`src/rtl/cart_mapper.sv`:
```
// Cartridge bank mapper: decodes CPU writes into banking control registers
// and translates CPU addresses into physical ROM/RAM addresses.
module cart_mapper #(
    parameter  int unsigned ROM_BANKS = 32,
    parameter  int unsigned RAM_BANKS = 4,
    localparam int unsigned ROM_BW    = $clog2(ROM_BANKS),
    localparam int unsigned ROM_AW    = ROM_BW + 14,
    localparam int unsigned RAM_BW    = (RAM_BANKS > 1) ? $clog2(RAM_BANKS) : 1,
    localparam int unsigned RAM_AW    = RAM_BW + 13
) (
    input  logic              clock,
    input  logic              reset_n,
    input  logic [15:0]       A,
    input  logic [7:0]        Do,
    input  logic              wr_n,
    input  logic              rd_n,
    input  logic              cs_n,
    input  logic [7:0]        rom_data,
    input  logic [7:0]        ram_data,
    output logic [7:0]        Di,
    output logic [ROM_AW-1:0] rom_addr,
    output logic              rom_cs,
    output logic [RAM_AW-1:0] ram_addr,
    output logic              ram_cs,
    output logic              ram_we
);

    localparam logic HAS_RAM   = (RAM_BANKS > 0);
    localparam logic MULTI_RAM = (RAM_BANKS > 1);

    logic       wr_act;
    logic       rd_act;
    logic       commit;
    logic       wr_q;
    logic       ram_en;
    logic [4:0] bank_lo;
    logic [1:0] bank_hi;
    logic       mode;
    logic [4:0] eff_lo;
    logic [6:0] rom_bank;
    logic [RAM_BW-1:0] ram_bank;
    logic       ram_range;
    logic       unused_do;

    assign wr_act = !cs_n && !wr_n;
    assign rd_act = !cs_n && !rd_n;
    // A write strobe held for several cycles commits only on its first edge.
    assign commit = wr_act && !wr_q;
    assign unused_do = ^Do[7:5];

    // Control registers, updated once per write strobe.
    always_ff @(posedge clock or negedge reset_n) begin
        if (!reset_n) begin
            wr_q    <= 1'b0;
            ram_en  <= 1'b0;
            bank_lo <= 5'd0;
            bank_hi <= 2'd0;
            mode    <= 1'b0;
        end else begin
            wr_q <= wr_act;
            if (commit) begin
                case (A[15:13])
                    3'd0:    ram_en  <= (Do[3:0] == 4'hA);
                    3'd1:    bank_lo <= Do[4:0];
                    3'd2:    bank_hi <= Do[1:0];
                    3'd3:    mode    <= Do[0];
                    default: ;
                endcase
            end
        end
    end

    // Address translation and read-data steering, zero-cycle latency.
    always_comb begin
        eff_lo    = (bank_lo == 5'd0) ? 5'd1 : bank_lo;
        rom_bank  = 7'd0;
        ram_bank  = '0;
        ram_range = (A[15:13] == 3'b101);

        if (A[14]) begin
            rom_bank = {bank_hi, eff_lo};
        end else if (mode) begin
            rom_bank = {bank_hi, 5'd0};
        end

        if (MULTI_RAM && mode) begin
            ram_bank = RAM_BW'(bank_hi);
        end

        rom_addr = {ROM_BW'(rom_bank), A[13:0]};
        rom_cs   = rd_act && !A[15];
        ram_addr = {ram_bank, A[12:0]};
        ram_cs   = !cs_n && ram_en && HAS_RAM && ram_range;
        ram_we   = ram_cs && !wr_n;

        Di = 8'hFF;
        if (rom_cs) begin
            Di = rom_data;
        end else if (ram_cs && rd_act) begin
            Di = ram_data;
        end
    end

endmodule

```
`config.mk`:
```
export PLATFORM = sky130hd
export DESIGN_NAME = cart_mapper
export DESIGN_NICKNAME = d
export VERILOG_FILES = /design/src/rtl/cart_mapper.sv
export SDC_FILE = /design/constraint.sdc
export NUM_CORES = 1
export LEC_CHECK = 0
export ABC_AREA = 1
export CORE_MARGIN = 3
export CORE_UTILIZATION = 30
export DETAILED_ROUTE_END_ITERATION = 12
export HOLD_SLACK_MARGIN = 0.08
export PLACE_DENSITY = 0.89
export SLEW_MARGIN = 15
export SYNTH_ARGS = -nofsm -noshare
export SYNTH_HDL_FRONTEND = slang
export SYNTH_SLANG_ARGS = --single-unit
```
`constraint.sdc`:
```
create_clock -name clock -period 1.88 [get_ports clock]
set_input_delay 0.47 -clock clock [delete_from_list [all_inputs] [get_ports clock]]
set_output_delay 0.47 -clock clock [all_outputs]
set_load 0.01 [all_outputs]
```
==> run summary <==
Layout Nets - 239
clock buffer depth - 2
DRC - 0
Area Overhead vs Synth - 54.9%
Clock Skew - 0.00278 ns
Max Clk Rate - 543 MHz
status - finished clean
Rows - 19
pin count of the biggest net entering global routing - 11
Hold Path Class - reg2reg
drt first pass iters - 4
top_reg_cell synth - dfrtp_1
synth cell count leaders - 41 x nand2_1, 36 x inv_1, 27 x buf_4, 13 x nand3_1, 10 x dfrtp_1
Yosys reg bits - 10
Port Buf Inserts - 47
Die Y - 61.9 µm
switching power - 231 µW
Clock Pin Slew Worst Setup and Hold Paths - 0.07 ns
leakage power - 0.809 nW
Crit. End Element - primary output
Netlist cell types - 16
Vias - 999
Tcrit/Tclk final - 0.979
area of the multi-input gates - 407 µm²
Gate power share - 0.335
Pwr Total - 731 µW
Slew HR - 0.695
most common cell in the netlist - nand2_1
Antenna Nets Post-Route - 0
Vias per Instance - 4.25
Ant. Diodes - 0
Arr. time, crit path - 1.37 ns
syn_nets - 196
setup TNS - 0 ns
sw frac - 0.316
Gate Count Post-Synth - 151
VDD IR max - 0.000216 V
drt initial violations - 32
Post-DP Area - 1330 µm²
Async SR Flop Fraction - 1.00
max cap viols - 0
critical-path cell list - buf_2 > nor3_4 > buf_6 > nand2_1 > nand2_1 > inv_1 > clkdlybuf4s15_2
Cell Pwr Density - 504 nW/µm²
Netlist Area Pre-Place - 937 µm²
total wire length - 2630 µm
die width - 61.9 µm
Seq/Total Area, Yosys - 0.267
Final Instance Count excl. Fillers - 235
Critical Path RT - 1.41 ns
pre-CTS WS - -0.608 ns
final setup violation count - 0
most frequent CP cell - nand2_1
largest cells by area after synthesis - dfrtp_1 27%, buf_4 22%, nand2_1 16%
first-pass GRT wire length - 4060 µm
post-DP HPWL - 1900 µm
Cell Int Power - 500 µW
I/O pins - 90
cell area after layout - 1450 µm²
cts bufs inserted - 3
initial core utilization - 0.326
Startpoint Class - input port
DP Cell Count - 223
Final WS setup - 0.0393 ns
core area - 2880 µm²
total gr overflow - 0
htree depth - 1
Avg Cell Area, Syn - 6.21 µm²
warnings from Yosys - 0
Reg area - 250 µm²
Clock Power Share - 0.278
GP Congestion - 0.782
share of layout cells above drive strength 1 - 0.285
# fillers - 283
Yosys top cell by area - dfrtp_1
worst slew pin tran - 0.456 ns
gr usage total - 0.142
CP peak stage delay - 0.24 ns
crit path max-delay cell type - nor3_4
TritonCTS clock tree - built
Synth top area share - 0.267
Routed wire per std cell - 11.2 µm
Reg power frac - 0.387
vias in the first global route - 964
clk_lat worst skew - 0.28 ns
Clock Tree Root - clkbuf_4
RSZ-0062 raised after global routing - true
CTS sink cnt - 10
Min Clock Period, post-route - 1.84 ns
Post-synth EDFFs - 0
Worst Setup Path Type - in2out
Hold Vio Cnt, Final - 0
CP max FO - 5
fin. max-slew vios - 0
initial antenna violation count - 0
CTS Hold Bufs - 0
Die ar. - 3830 µm²
[path summary, 6_finish.rpt]
kind / cells past startpoint / from / slack [ns] / endpoint
max: 7 / A[15] / 0.04 / Di[6]
min: 2 / bank_hi[1]$_DFFE_PN0P_ / 0.48 / bank_hi[1]$_DFFE_PN0P_
max reg2reg: 6 / wr_q$_DFF_PN0_ / 0.80 / bank_lo[1]$_DFFE_PN0P_
min reg2reg: 2 / bank_hi[1]$_DFFE_PN0P_ / 0.48 / bank_hi[1]$_DFFE_PN0P_
max in group asynchronous: 1 / reset_n / 1.06 / bank_lo[4]$_DFFE_PN0P_
min in group asynchronous: 1 / reset_n / 0.51 / bank_hi[0]$_DFFE_PN0P_
[worst max-delay path, delay by kind of cell]
family	cells	cell delay [ns]
buf+inv	4	0.54
simple gates	3	0.35
[registers in the layout, indices dropped and copies added, names as in the netlist]
signal,cells
bank_lo,5
bank_hi,2
mode,1
ram_en,1
wr_q,1
[logic make-up (layout without fill, tap and decap cells)]
kind of cell	after synthesis	after routing	synth area share
compound gates	5	5	0.0267
flops	10	10	0.267
simple gates	71	72	0.338
buf+inv	65	106	0.368
[placed cells by master, fill, tap and decap left out, drive strengths merged]
master / n
nor2: 10
nand4: 3
inv: 38
nor3: 3
buf: 25
a21oi: 1
clkdlybuf4s15: 3
nand2: 43
dfrtp: 10
nand3: 13
o21ai: 4
dlygate4sd2: 7
clkbuf: 8
clkdlybuf4s50: 25
[metal layers]
layer	global-route usage	vias up	routed length, µm
met5	0	-	0
met4	0.0848	0	76
met3	0.0124	9	150
met2	0.254	44	1410
met1	0.164	440	998
li1	-	506	-
[power groups by stage]
stage / registers, mW / logic, mW / clock network, mW
2_1_floorplan: 0.277 / 0.156 / 0
3_3_place_gp: 0.283 / 0.242 / 0
3_5_place_dp: 0.286 / 0.248 / 0
4_1_cts: 0.284 / 0.242 / 0.202
5_1_grt: 0.287 / 0.273 / 0.213
6_report: 0.283 / 0.245 / 0.203
[cell type report]
type | instances | share of cell area
multi-input combinational | 77 | 0.280
clock buffer | 4 | 0.0250
tap | 42 | 0.0362
sequential | 10 | 0.172
inverter | 38 | 0.0983
timing repair buffer | 64 | 0.388
[metrics by stage]
step	hold slack [ns]	utilization
CTS	0.480	0.495
global route	0.512	0.505
floorplan	0.174	-
detailed placement	0.463	0.463
global placement	0.457	0.463
finish	0.477	0.505
[what timing repair did]
item / 4_1_cts / 5_1_grt
endpoints found under the hold margin: 0 / 0
buffers inserted: 6 / 0
resized for setup: 64 / 19
setup endpoints to repair: 17 / 8
pin swaps: 7 / 7
gates cloned: 2 / 0
No activity file was read; power rests on OpenSTA's default activity.
